===== src/rtl/pipe_ctrl_unit_pkg.sv =====
// Shared types for the pipelined operand/writeback controller: source and writeback
// selector encodings.
package pipe_ctrl_unit_pkg;

    localparam int unsigned SelWidth = 2;

    typedef enum logic [SelWidth-1:0] {
        OpAReg = 2'd0,
        OpAPc  = 2'd1,
        OpAImm = 2'd2
    } alu_op_a_sel_e;

    typedef enum logic [SelWidth-1:0] {
        OpBReg = 2'd0,
        OpBImm = 2'd1
    } alu_op_b_sel_e;

    typedef enum logic [SelWidth-1:0] {
        WpAlu     = 2'd0,
        WpPcPlus4 = 2'd1,
        WpLsu     = 2'd2
    } rf_wp_sel_e;

    function automatic logic sel_is_lsu(input logic [SelWidth-1:0] sel);
        return sel == WpLsu;
    endfunction

endpackage


===== src/rtl/pipe_ctrl_unit_if.sv =====
// Decode/datapath bundle between the decoder, register file, ALU, LSU and the pipeline
// controller; slave is the controller side.
interface pipe_ctrl_unit_if
    import pipe_ctrl_unit_pkg::*;
#(
    parameter int unsigned DATA_WIDTH = 32,
    parameter int unsigned ADDR_WIDTH = 32,
    parameter int unsigned RA_WIDTH   = 5
);
    logic                  id_valid_i;
    logic                  id_ready_o;
    logic                  flush_i;
    logic [SelWidth-1:0]   alu_op_a_sel_i;
    logic [SelWidth-1:0]   alu_op_b_sel_i;
    logic [SelWidth-1:0]   rf_wp_sel_i;
    logic                  rs1_valid_i;
    logic                  rs2_valid_i;
    logic                  imm_valid_i;
    logic [RA_WIDTH-1:0]   rs1_addr_i;
    logic [RA_WIDTH-1:0]   rs2_addr_i;
    logic [RA_WIDTH-1:0]   rd_addr_i;
    logic                  rd_we_i;
    logic [DATA_WIDTH-1:0] rf_rp_a_i;
    logic [DATA_WIDTH-1:0] rf_rp_b_i;
    logic [DATA_WIDTH-1:0] imm_i;
    logic [ADDR_WIDTH-1:0] pc_i;
    logic [ADDR_WIDTH-1:0] pc_plus4_i;
    logic [DATA_WIDTH-1:0] alu_op_a_o;
    logic [DATA_WIDTH-1:0] alu_op_b_o;
    logic [DATA_WIDTH-1:0] alu_result_i;
    logic [DATA_WIDTH-1:0] mem_rdata_i;
    logic                  rf_we_o;
    logic [RA_WIDTH-1:0]   rf_waddr_o;
    logic [DATA_WIDTH-1:0] rf_wp_o;

    modport master (
        output id_valid_i, flush_i, alu_op_a_sel_i, alu_op_b_sel_i, rf_wp_sel_i,
               rs1_valid_i, rs2_valid_i, imm_valid_i, rs1_addr_i, rs2_addr_i, rd_addr_i,
               rd_we_i, rf_rp_a_i, rf_rp_b_i, imm_i, pc_i, pc_plus4_i, alu_result_i,
               mem_rdata_i,
        input  id_ready_o, alu_op_a_o, alu_op_b_o, rf_we_o, rf_waddr_o, rf_wp_o
    );

    modport slave (
        input  id_valid_i, flush_i, alu_op_a_sel_i, alu_op_b_sel_i, rf_wp_sel_i,
               rs1_valid_i, rs2_valid_i, imm_valid_i, rs1_addr_i, rs2_addr_i, rd_addr_i,
               rd_we_i, rf_rp_a_i, rf_rp_b_i, imm_i, pc_i, pc_plus4_i, alu_result_i,
               mem_rdata_i,
        output id_ready_o, alu_op_a_o, alu_op_b_o, rf_we_o, rf_waddr_o, rf_wp_o
    );

endinterface


===== src/rtl/pipe_ctrl_unit_operand_fwd_mux.sv =====
// Per-source forwarding mux: picks the newest in-flight value for one register source
// and flags a hazard when that value cannot be delivered this cycle.
module operand_fwd_mux #(
    parameter int unsigned DATA_WIDTH = 32,
    parameter int unsigned RA_WIDTH   = 5,
    parameter bit          FWD_EN     = 1'b1
) (
    input  logic                  used_i,
    input  logic [RA_WIDTH-1:0]   rs_i,
    input  logic [DATA_WIDTH-1:0] rf_data_i,
    input  logic                  m_valid_i,
    input  logic                  m_we_i,
    input  logic                  m_lsu_i,
    input  logic [RA_WIDTH-1:0]   m_rd_i,
    input  logic [DATA_WIDTH-1:0] m_data_i,
    input  logic                  w_valid_i,
    input  logic                  w_we_i,
    input  logic [RA_WIDTH-1:0]   w_rd_i,
    input  logic [DATA_WIDTH-1:0] w_data_i,
    output logic [DATA_WIDTH-1:0] data_o,
    output logic                  hazard_o
);
    logic rs_zero;
    logic m_hit;
    logic w_hit;

    always_comb begin
        rs_zero  = (rs_i == '0);
        m_hit    = m_valid_i & m_we_i & (m_rd_i == rs_i) & ~rs_zero;
        w_hit    = w_valid_i & w_we_i & (w_rd_i == rs_i) & ~rs_zero;
        data_o   = rf_data_i;
        hazard_o = 1'b0;
        if (rs_zero) begin
            data_o = '0;
        end else if (FWD_EN) begin
            // A load in M has no data yet; fall through and let the hazard stall EX.
            if (m_hit && !m_lsu_i) begin
                data_o = m_data_i;
            end else if (w_hit) begin
                data_o = w_data_i;
            end
        end
        if (FWD_EN) begin
            hazard_o = used_i & m_hit & m_lsu_i;
        end else begin
            hazard_o = used_i & (m_hit | w_hit);
        end
    end

endmodule


===== src/rtl/pipe_ctrl_unit.sv =====
// EX-stage operand selection with M/W forwarding, load-use stall, and the registered
// EX->M->W writeback path driving the register-file write port.
module pipe_ctrl_unit
    import pipe_ctrl_unit_pkg::*;
#(
    parameter int unsigned DATA_WIDTH = 32,
    parameter int unsigned ADDR_WIDTH = 32,
    parameter int unsigned RA_WIDTH   = 5,
    parameter bit          FWD_EN     = 1'b1,
    parameter int unsigned CNT_WIDTH  = 16
) (
    input  logic                 clk_i,
    input  logic                 rst_i,
    pipe_ctrl_unit_if.slave      bus,
    output logic [CNT_WIDTH-1:0] stall_cnt_o
);
    typedef struct packed {
        logic                  valid;
        logic [RA_WIDTH-1:0]   rd;
        logic                  we;
        logic [SelWidth-1:0]   sel;
        logic [DATA_WIDTH-1:0] alu;
        logic [ADDR_WIDTH-1:0] pc4;
    } pipe_stage_t;

    pipe_stage_t           m_q, m_d, w_q;
    logic [CNT_WIDTH-1:0]  cnt_q, cnt_d;
    logic [DATA_WIDTH-1:0] m_val, wb_val, fwd_a, fwd_b, op_a, op_b;
    logic                  used_a, used_b, haz_a, haz_b, hazard, accept;

    assign m_val  = (m_q.sel == WpPcPlus4) ? DATA_WIDTH'(m_q.pc4) : m_q.alu;
    assign used_a = bus.id_valid_i & bus.rs1_valid_i & (bus.alu_op_a_sel_i == OpAReg);
    assign used_b = bus.id_valid_i & bus.rs2_valid_i & (bus.alu_op_b_sel_i == OpBReg);

    always_comb begin
        case (w_q.sel)
            WpPcPlus4: wb_val = DATA_WIDTH'(w_q.pc4);
            WpLsu:     wb_val = bus.mem_rdata_i;
            default:   wb_val = w_q.alu;
        endcase
    end

    operand_fwd_mux #(.DATA_WIDTH(DATA_WIDTH), .RA_WIDTH(RA_WIDTH), .FWD_EN(FWD_EN)) u_fwd_a (
        .used_i(used_a), .rs_i(bus.rs1_addr_i), .rf_data_i(bus.rf_rp_a_i),
        .m_valid_i(m_q.valid), .m_we_i(m_q.we), .m_lsu_i(sel_is_lsu(m_q.sel)),
        .m_rd_i(m_q.rd), .m_data_i(m_val),
        .w_valid_i(w_q.valid), .w_we_i(w_q.we), .w_rd_i(w_q.rd), .w_data_i(wb_val),
        .data_o(fwd_a), .hazard_o(haz_a)
    );

    operand_fwd_mux #(.DATA_WIDTH(DATA_WIDTH), .RA_WIDTH(RA_WIDTH), .FWD_EN(FWD_EN)) u_fwd_b (
        .used_i(used_b), .rs_i(bus.rs2_addr_i), .rf_data_i(bus.rf_rp_b_i),
        .m_valid_i(m_q.valid), .m_we_i(m_q.we), .m_lsu_i(sel_is_lsu(m_q.sel)),
        .m_rd_i(m_q.rd), .m_data_i(m_val),
        .w_valid_i(w_q.valid), .w_we_i(w_q.we), .w_rd_i(w_q.rd), .w_data_i(wb_val),
        .data_o(fwd_b), .hazard_o(haz_b)
    );

    always_comb begin
        op_a = '0;
        op_b = '0;
        if (bus.id_valid_i) begin
            case (bus.alu_op_a_sel_i)
                OpAReg:  if (bus.rs1_valid_i) op_a = fwd_a;
                OpAPc:   op_a = DATA_WIDTH'(bus.pc_i);
                OpAImm:  if (bus.imm_valid_i) op_a = bus.imm_i;
                default: op_a = '0;
            endcase
            case (bus.alu_op_b_sel_i)
                OpBReg:  if (bus.rs2_valid_i) op_b = fwd_b;
                OpBImm:  if (bus.imm_valid_i) op_b = bus.imm_i;
                default: op_b = '0;
            endcase
        end
    end

    assign hazard = haz_a | haz_b;
    // Flush beats stall: a killed instruction neither enters M nor counts as stalled.
    assign accept = bus.id_valid_i & ~hazard & ~bus.flush_i;

    always_comb begin
        m_d = '0;
        if (accept) begin
            m_d.valid = 1'b1;
            m_d.rd    = bus.rd_addr_i;
            m_d.we    = bus.rd_we_i;
            m_d.sel   = bus.rf_wp_sel_i;
            m_d.alu   = bus.alu_result_i;
            m_d.pc4   = bus.pc_plus4_i;
        end
        cnt_d = cnt_q;
        if (bus.id_valid_i && hazard && !bus.flush_i && !(&cnt_q)) begin
            cnt_d = cnt_q + CNT_WIDTH'(1);
        end
    end

    always_ff @(posedge clk_i or posedge rst_i) begin
        if (rst_i) begin
            m_q   <= '0;
            w_q   <= '0;
            cnt_q <= '0;
        end else begin
            m_q   <= m_d;
            w_q   <= m_q;
            cnt_q <= cnt_d;
        end
    end

    assign bus.id_ready_o = ~hazard;
    assign bus.alu_op_a_o = op_a;
    assign bus.alu_op_b_o = op_b;
    assign bus.rf_we_o    = w_q.valid & w_q.we & (w_q.rd != '0);
    assign bus.rf_waddr_o = w_q.rd;
    assign bus.rf_wp_o    = wb_val;
    assign stall_cnt_o    = cnt_q;

endmodule


===== src/flat_wrapper.sv =====
// flat-port wrapper written by rule: the top's interface ports become plain ports
module pipe_ctrl_unit_flat import pipe_ctrl_unit_pkg::*;
#(
    parameter int unsigned DATA_WIDTH = 32,
    parameter int unsigned ADDR_WIDTH = 32,
    parameter int unsigned RA_WIDTH   = 5,
    parameter bit          FWD_EN     = 1'b1,
    parameter int unsigned CNT_WIDTH  = 16
)
  (clk_i, rst_i, stall_cnt_o, bus_id_valid_i, bus_flush_i, bus_alu_op_a_sel_i, bus_alu_op_b_sel_i, bus_rf_wp_sel_i, bus_rs1_valid_i, bus_rs2_valid_i, bus_imm_valid_i, bus_rs1_addr_i, bus_rs2_addr_i, bus_rd_addr_i, bus_rd_we_i, bus_rf_rp_a_i, bus_rf_rp_b_i, bus_imm_i, bus_pc_i, bus_pc_plus4_i, bus_alu_result_i, bus_mem_rdata_i, bus_id_ready_o, bus_alu_op_a_o, bus_alu_op_b_o, bus_rf_we_o, bus_rf_waddr_o, bus_rf_wp_o);
  pipe_ctrl_unit_if #(.DATA_WIDTH(DATA_WIDTH), .ADDR_WIDTH(ADDR_WIDTH), .RA_WIDTH(RA_WIDTH)) bus_i ();
  input  logic clk_i;
  input  logic rst_i;
  output logic [CNT_WIDTH-1:0] stall_cnt_o;
  input wire logic [$bits(bus_i.id_valid_i)-1:0] bus_id_valid_i;
  input wire logic [$bits(bus_i.flush_i)-1:0] bus_flush_i;
  input wire logic [$bits(bus_i.alu_op_a_sel_i)-1:0] bus_alu_op_a_sel_i;
  input wire logic [$bits(bus_i.alu_op_b_sel_i)-1:0] bus_alu_op_b_sel_i;
  input wire logic [$bits(bus_i.rf_wp_sel_i)-1:0] bus_rf_wp_sel_i;
  input wire logic [$bits(bus_i.rs1_valid_i)-1:0] bus_rs1_valid_i;
  input wire logic [$bits(bus_i.rs2_valid_i)-1:0] bus_rs2_valid_i;
  input wire logic [$bits(bus_i.imm_valid_i)-1:0] bus_imm_valid_i;
  input wire logic [$bits(bus_i.rs1_addr_i)-1:0] bus_rs1_addr_i;
  input wire logic [$bits(bus_i.rs2_addr_i)-1:0] bus_rs2_addr_i;
  input wire logic [$bits(bus_i.rd_addr_i)-1:0] bus_rd_addr_i;
  input wire logic [$bits(bus_i.rd_we_i)-1:0] bus_rd_we_i;
  input wire logic [$bits(bus_i.rf_rp_a_i)-1:0] bus_rf_rp_a_i;
  input wire logic [$bits(bus_i.rf_rp_b_i)-1:0] bus_rf_rp_b_i;
  input wire logic [$bits(bus_i.imm_i)-1:0] bus_imm_i;
  input wire logic [$bits(bus_i.pc_i)-1:0] bus_pc_i;
  input wire logic [$bits(bus_i.pc_plus4_i)-1:0] bus_pc_plus4_i;
  input wire logic [$bits(bus_i.alu_result_i)-1:0] bus_alu_result_i;
  input wire logic [$bits(bus_i.mem_rdata_i)-1:0] bus_mem_rdata_i;
  output wire logic [$bits(bus_i.id_ready_o)-1:0] bus_id_ready_o;
  output wire logic [$bits(bus_i.alu_op_a_o)-1:0] bus_alu_op_a_o;
  output wire logic [$bits(bus_i.alu_op_b_o)-1:0] bus_alu_op_b_o;
  output wire logic [$bits(bus_i.rf_we_o)-1:0] bus_rf_we_o;
  output wire logic [$bits(bus_i.rf_waddr_o)-1:0] bus_rf_waddr_o;
  output wire logic [$bits(bus_i.rf_wp_o)-1:0] bus_rf_wp_o;
  assign bus_i.id_valid_i = bus_id_valid_i;
  assign bus_i.flush_i = bus_flush_i;
  assign bus_i.alu_op_a_sel_i = bus_alu_op_a_sel_i;
  assign bus_i.alu_op_b_sel_i = bus_alu_op_b_sel_i;
  assign bus_i.rf_wp_sel_i = bus_rf_wp_sel_i;
  assign bus_i.rs1_valid_i = bus_rs1_valid_i;
  assign bus_i.rs2_valid_i = bus_rs2_valid_i;
  assign bus_i.imm_valid_i = bus_imm_valid_i;
  assign bus_i.rs1_addr_i = bus_rs1_addr_i;
  assign bus_i.rs2_addr_i = bus_rs2_addr_i;
  assign bus_i.rd_addr_i = bus_rd_addr_i;
  assign bus_i.rd_we_i = bus_rd_we_i;
  assign bus_i.rf_rp_a_i = bus_rf_rp_a_i;
  assign bus_i.rf_rp_b_i = bus_rf_rp_b_i;
  assign bus_i.imm_i = bus_imm_i;
  assign bus_i.pc_i = bus_pc_i;
  assign bus_i.pc_plus4_i = bus_pc_plus4_i;
  assign bus_i.alu_result_i = bus_alu_result_i;
  assign bus_i.mem_rdata_i = bus_mem_rdata_i;
  assign bus_id_ready_o = bus_i.id_ready_o;
  assign bus_alu_op_a_o = bus_i.alu_op_a_o;
  assign bus_alu_op_b_o = bus_i.alu_op_b_o;
  assign bus_rf_we_o = bus_i.rf_we_o;
  assign bus_rf_waddr_o = bus_i.rf_waddr_o;
  assign bus_rf_wp_o = bus_i.rf_wp_o;
  pipe_ctrl_unit #(.DATA_WIDTH(DATA_WIDTH), .ADDR_WIDTH(ADDR_WIDTH), .RA_WIDTH(RA_WIDTH), .FWD_EN(FWD_EN), .CNT_WIDTH(CNT_WIDTH)) u_core (.clk_i(clk_i), .rst_i(rst_i), .bus(bus_i), .stall_cnt_o(stall_cnt_o));
endmodule

===== config.mk =====
export PLATFORM = sky130hd
export DESIGN_NAME = pipe_ctrl_unit_flat
export DESIGN_NICKNAME = d
export VERILOG_FILES = /design/src/rtl/pipe_ctrl_unit_pkg.sv /design/src/rtl/pipe_ctrl_unit_if.sv /design/src/rtl/pipe_ctrl_unit_operand_fwd_mux.sv /design/src/rtl/pipe_ctrl_unit.sv /design/src/flat_wrapper.sv
export SDC_FILE = /design/constraint.sdc
export NUM_CORES = 1
export LEC_CHECK = 0
export CORE_MARGIN = 4
export CORE_UTILIZATION = 43
export CTS_CLUSTER_DIAMETER = 150
export DETAILED_ROUTE_END_ITERATION = 6
export GPL_TIMING_DRIVEN = 1
export PLACE_DENSITY = 0.82
export SLEW_MARGIN = 20
export SYNTH_ARGS = -nofsm -noshare
export SYNTH_HDL_FRONTEND = slang
export SYNTH_SLANG_ARGS = --single-unit

===== constraint.sdc =====
create_clock -name clk_i -period 5.9 [get_ports clk_i]
set_input_delay 0.59 -clock clk_i [delete_from_list [all_inputs] [get_ports clk_i]]
set_output_delay 0.59 -clock clk_i [all_outputs]
set_load 0.1 [all_outputs]

# --- Word-level counts from Yosys, hierarchy flattened ---
# Cells that the tools add are included.
totals:
  output_inout_bits: 119
  latchBits: 0
  rom_bits: 0
  ramBits: 0
  mem_count: 0
  input_bits: 253
  register_bits: 162
  word_cells: 81
classes:
  n_reduce_logical: 14
  bitwise: 26
  n_div: 0
  n_mul: 0
  n_addsub: 1
  shifts: 0
  muxes: 16
  order_cmp: 0
  n_eq_ne: 11
op_table:
  columns: ["operator", "n"]
  rows:
  - ["$mux W32", 12]
  - ["$pmux W32 S2", 2]
  - ["$pmux W32 S3", 1]
  - ["$mux W73", 1]
  - ["$and A1 B1 Y1", 21]
  - ["$eq A5 B5 Y1", 4]
  - ["$add A16 B1 Y16 const B", 1]
  - ["$reduce_and A16 Y1", 1]
  - ["$logic_not A5 Y1", 2]
  - ["$eq A2 B1 Y1 const B", 4]
  - ["$eq A2 B2 Y1 const B", 3]
  - ["$logic_and A1 B1 Y1", 5]
  - ["$reduce_bool A5 Y1", 1]
  - ["$logic_not A2 Y1", 2]
  - ["$not A1 Y1", 4]
  - ["$logic_not A1 Y1", 3]
  - ["$or A1 B1 Y1", 1]

# --- Longest topological paths before layout ---
logic_depth:
  ltp_word: 10
  depth_mapped: 9
  mapped_depth_nobuf: 7

# --- Modules after synthesis ---
# From an unflattened synthesis, not the netlist that was laid out.
unflattened:
  cells_unflattened: 931
  hier_area_um2: 9207.6
modules_own_cells:
  columns: ["mod", "n_inst", "area_per_inst_um2", "seq_area_each_um2", "cells_each"]
  rows:
  - ["pipe_ctrl_unit", 1, 7195.7, 4053.9, 667]
  - ["operand_fwd_mux", 2, 1006.0, 0.0, 132]

# --- Worst setup path after synthesis ---
# No wires, ideal clock.
synth_path:
  kind: "register to output"
  start: "register u_core.w_q[64] (netlist name)"
  end: "output port bus_alu_op_a_o[23]"
  path_buffers: 2
  arrival_time_ps: 3961
  path_slack_ps: 1349
  t_required_ps: 5310
  path_stages_with_launch: 10
  cell_sequence: "dfrtp_1 > inv_1 > ha_1 > clkbuf_1 > buf_1 > a221oi_1 > a21oi_1 > mux2i_1 > a221oi_1 > a21o_1"
synth_via:
  elab_chain_len: 8
  word_cells_on_any_way: 9
  classes_between: "eq/ne (2); mux (7)"
synth_lines:
  columns: ["item", "line_no", "rtl"]
  rows:
  - ["from (decl)", "pipe_ctrl_unit.sv:26", "pipe_stage_t m_q, m_d, w_q;"]
  - ["from (signal assigned)", "pipe_ctrl_unit.sv:104", "w_q <= m_q;"]
  - ["$eq A2 B2 Y1 / $eq A2 B1 Y1 (equally long branches)", "pipe_ctrl_unit.sv:36", "case (w_q.sel)"]
  - ["$pmux W32 S2 (*)", "pipe_ctrl_unit.sv:36", null]
  - ["net bus_rf_wp_o[23]", "flat_wrapper.sv:39", "output wire logic [$bits(bus_i.rf_wp_o)-1:0] bus_rf_wp_o;"]
  - ["$mux W32 (*)", "pipe_ctrl_unit_operand_fwd_mux.sv:39", "end else if (w_hit) begin"]
  - ["$mux W32 (*)", "pipe_ctrl_unit_operand_fwd_mux.sv:37", "if (m_hit && !m_lsu_i) begin"]
  - ["$mux W32 (*)", "pipe_ctrl_unit_operand_fwd_mux.sv:33", "if (rs_zero) begin"]
  - ["$mux W32 (*)", "pipe_ctrl_unit.sv:64", "OpAReg: if (bus.rs1_valid_i) op_a = fwd_a;"]
  - ["$pmux W32 S3 (*)", "pipe_ctrl_unit.sv:63", "case (bus.alu_op_a_sel_i)"]
  - ["$mux W32 (*)", "pipe_ctrl_unit.sv:62", "if (bus.id_valid_i) begin"]
  - ["to (decl)", "flat_wrapper.sv:35", "output wire logic [$bits(bus_i.alu_op_a_o)-1:0] bus_alu_op_a_o;"]
# The timed path passes the listed nets; every way through them passes the cells marked *.

# --- Final worst setup path ---
layout_path:
  start: "input port bus_rs2_addr_i[2]"
  end: "output port bus_alu_op_b_o[27]"
layout_via:
  elab_chain_len: 9
  word_cells_on_any_way: 15
  classes_between: "eq/ne (2); mux (6); bitwise (5); reduce/logical (2)"
layout_lines:
  columns: ["item", "line_no", "rtl"]
  rows:
  - ["from (decl)", "flat_wrapper.sv:24", "input wire logic [$bits(bus_i.rs2_addr_i)-1:0] bus_rs2_addr_i;"]
  - ["$eq A5 B5 Y1, or another cell as far along", "pipe_ctrl_unit_operand_fwd_mux.sv:30", "w_hit = w_valid_i & w_we_i & (w_rd_i == rs_i) & ~rs_zero;"]
  - ["$and A1 B1 Y1, or another cell as far along", "pipe_ctrl_unit_operand_fwd_mux.sv:30", null]
  - ["$and A1 B1 Y1 (on tied branches)", "pipe_ctrl_unit_operand_fwd_mux.sv:30, pipe_ctrl_unit_operand_fwd_mux.sv:29", null]
  - ["$mux W32 / $logic_and A1 B1 Y1 (equally long branches)", "pipe_ctrl_unit_operand_fwd_mux.sv:39, pipe_ctrl_unit_operand_fwd_mux.sv:37", null]
  - ["$mux W32", "pipe_ctrl_unit_operand_fwd_mux.sv:37", null]
  - ["$mux W32 (*)", "pipe_ctrl_unit_operand_fwd_mux.sv:33", null]
  - ["$mux W32 (*)", "pipe_ctrl_unit.sv:70", "OpBReg: if (bus.rs2_valid_i) op_b = fwd_b;"]
  - ["$pmux W32 S2 (*)", "pipe_ctrl_unit.sv:69", "case (bus.alu_op_b_sel_i)"]
  - ["$mux W32 (*)", "pipe_ctrl_unit.sv:62", null]
  - ["to (decl)", "flat_wrapper.sv:36", "output wire logic [$bits(bus_i.alu_op_b_o)-1:0] bus_alu_op_b_o;"]
# Mark *: on every way between the ends. The rest lies on a longest branch, timed or not.

==> results by group <==
Status
  – Status: complete, no violations

Timing
  – Slew headroom: 0.303
  – Final setup viols: 0
  – Fin. max-slew vios: 0
  – Fin Setup TNS: 0 ps
  – Fmax achieved: 0.208 GHz
  – Fin Hold WS: between 300 and 400 ps
  – Slew @ Worst Pin: approximately 1000 ps
  – Final hold viol count: 0
  – Minimum clock period: 4800 ps
  – RSZ-0062 raised after global routing: no
  – Setup Skew: approximately 16 ps
  – Period Utilization, post-route: 0.814

CTS
  – Hold-fix buffers at CTS: 0
  – CTS resizes: 0
  – CTS tree: built
  – CTS Buffer Depth: 2
  – Setup Fix Bufs, Post-CTS: 0
  – CTS H-tree lvls: 4
  – Clock transition at path regs: 60 ps
  – Clock latency on the worst-skew pair: ~420 ps
  – Clk sinks: 162
  – Root buffer cell: clkbuf_16
  – CTS buffer count: 17

Worst hold path
  – Hold path start: u_core.m_q[4]$_DFF_PP0_
  – Worst Hold Class: reg -> reg

Global route
  – Largest net degree at the start of global routing: 94
  – Initial antenna violation count: 1
  – Grt ovf: 0
  – GRT Resource Usage Total: 0.294
  – Vias in the first global route: 8,716
  – First-pass GRT wire length: 49,500 um

Logic synthesis
  – Number of synthesized register bits: 162
  – Top cell type's share of synthesized area: 0.476
  – FFs w/ async S/R, synth: 1.00
  – Synth Instances: just under 800
  – Register area share after synthesis: 0.476
  – Mean post-synth cell area: between 10 and 15 um^2
  – Count of flip-flops with a built-in enable after synthesis: 0
  – Top FF cell, synth: dfrtp_1
  – Distinct cells, synth: 40
  – Yosys warns: 0
  – Commonest cells post-synth: dfrtp_1 (162), a221oi_1 (96), mux2i_1 (96)
  – Largest area contributor in the netlist: dfrtp_1
  – Netlist Area Pre-Place: between 0.008 and 0.009 mm^2
  – Most common cell in the netlist: dfrtp_1
  – Area contributors post-synth: dfrtp_1 (48%), mux2i_1 (11%), a221oi_1 (9.9%), and2_1 (5.3%), a32o_1 (3.8%)
  – Syn_nets: a little over 1,000

Floorplan
  – # IOs: about 370
  – Die Footprint: between 0.02 and 0.025 mm^2
  – CORE AREA: between 0.015 and 0.02 mm^2
  – Row cnt: slightly above 50
  – Die Width: around 150 um
  – Initial Util: 0.438
  – Die Height: ~150 um

Pwr
  – Maximum vdd ir drop: 189 uV
  – Leak: 0.00597 uW
  – PD cells: between 200 and 250 mW/mm^2

Layout
  – Area growth, synth to finish: 51.4%
  – Fillers: roughly 1,500
  – Antenna Diode Count: 0
  – Share of cells above drive strength 1: 0.134
  – Fin nets: approximately 1,400

Setup path
  – Worst Path Buf+Inv: 3
  – Req. time, crit path: approximately 5300 ps
  – CP delay by family, top: buffers and inverters
  – R2R Path Start: u_core.m_q[69]$_DFF_PP0_
  – Critical Path Sink Type: output port
  – Critical Path Start Type: primary input
  – CP cell instances: clkdlybuf4s50_1 > or4_1 > nor2_1 > nor4_4 > buf_4 > mux2i_1 > a221oi_1 > a31o_2 > clkdlybuf4s50_1
  – Crit path DAT: 4210 ps
  – CP max-delay cell: clkdlybuf4s50_1
  – Worst Path Max Fanout: 32
  – Critical Path Most Common Cell: clkdlybuf4s50_1
  – Delay of the slowest critical-path stage: roughly 1100 ps
  – Critical Path Source: bus_rs2_addr_i[2]
  – Critical path type: in -> out

Routing
  – Post-route DRC violation count: 0
  – Total length of routed wires: ~34,000 um
  – Via Count: 8,280
  – Vias/cell: 6.00
  – ANT nets after route: 0
  – WL/cell: roughly 24 um
  – Iter 0 DRT Violations: between 500 and 600
  – TritonRoute pass-1 iters: 5

Run
  – Max Cap Violations: 0

Placed design
  – Placer Congestion: 0.885
  – Hpwl dp: about 24,000 um
  – Port buffer count: about 370
==> metal layers <==
layer,vias to the layer above,GRT usage,share of wire
met2,529,0.496,0.49
met5,-,0,0.00039
met3,119,0.0924,0.11
met4,2,0.147,0.052
met1,4046,0.340,0.35
li1,3584,-,-
==> area by class of cell <==
class / count / area, um^2 / area share
multi-input combinational: 499 / 4090 / 0.317
clock buffer: 17 / 425 / 0.0330
tap: 265 / 332 / 0.0257
timing repair buffer: 386 / 3690 / 0.286
inverter: 37 / 144 / 0.0112
sequential: 162 / 4050 / 0.314
clock inverter: 15 / 169 / 0.0131
==> worst register-to-register path: stages (launching register included) <==
cell	delay, ps
dfrtp_1	430
xor2_1	330
nor2_1	90
nand4_1	140
nand2_1	130
nor2_4	600
buf_4	450
and2_1	240
==> state kept, by name (all words and copies together), names as in the netlist <==
signal / cells
u_core.bus.rf_waddr_o: 5
u_core.w_q: 68
u_core.stall_cnt_o: 16
u_core.m_q: 73
==> through the flow <==
stage          std cells  total power [uW]  setup slack [ps]  cell area (um^2)   util
6_report            1381              3100              1100             12900  0.663
5_1_grt             1381              3210               980             12900  0.663
3_3_place_gp        1349              2000              1180             12300  0.632
3_5_place_dp        1349              2010              1130             12300  0.632
4_1_cts             1381              3120              1130             12900  0.663
2_1_floorplan        775              1690               933              8520      -
==> cells by family (layout without fill, tap and decap cells) <==
| kind of cell | count (synthesis) | after routing | synth area share |
|---|---|---|---|
| simple gates | 135 | 135 | 0.0958 |
| buf+inv | 114 | 455 | 0.0535 |
| compound gates | 229 | 229 | 0.220 |
| flops | 162 | 162 | 0.476 |
| fa+ha+maj | 3 | 3 | 0.00441 |
| xor+xnor | 35 | 35 | 0.0360 |
| mux | 97 | 97 | 0.114 |
==> power breakdown <==
group          total [uW]  internal (uW)  switching [uW]
combinational         824            292             532
clock                1110            636             475
sequential           1170           1150            19.3
total                3100           2080            1030
==> path summary, 6_finish.rpt <==
check / end / slack (ps) / cells past startpoint
min reg2reg: u_core.w_q[4]$_DFF_PP0_ / 370 / 0
max in group asynchronous: u_core.m_q[31]$_DFF_PP0_ / 3760 / 3
min: u_core.w_q[4]$_DFF_PP0_ / 370 / 0
max reg2reg: u_core.m_q[64]$_DFF_PP0_ / 3420 / 7
min in group asynchronous: u_core.m_q[70]$_DFF_PP0_ / 710 / 2
max: bus_alu_op_b_o[27] / 1100 / 9
==> placed cells by master (no fill, tap or decap), types with 11 or more instances in the layout <==
cell type          n
dfrtp_1          162
clkbuf_16         17
buf_4             65
nand2_1           11
xnor2_1           23
and2_1            72
mux2i_1           96
xor2_1            12
a31o_2            33
a32o_1            32
a21oi_1           33
a21o_1            32
clkdlybuf4s50_1  319
inv_1             35
a221oi_1          96
(Power assumes the default switching activity.)
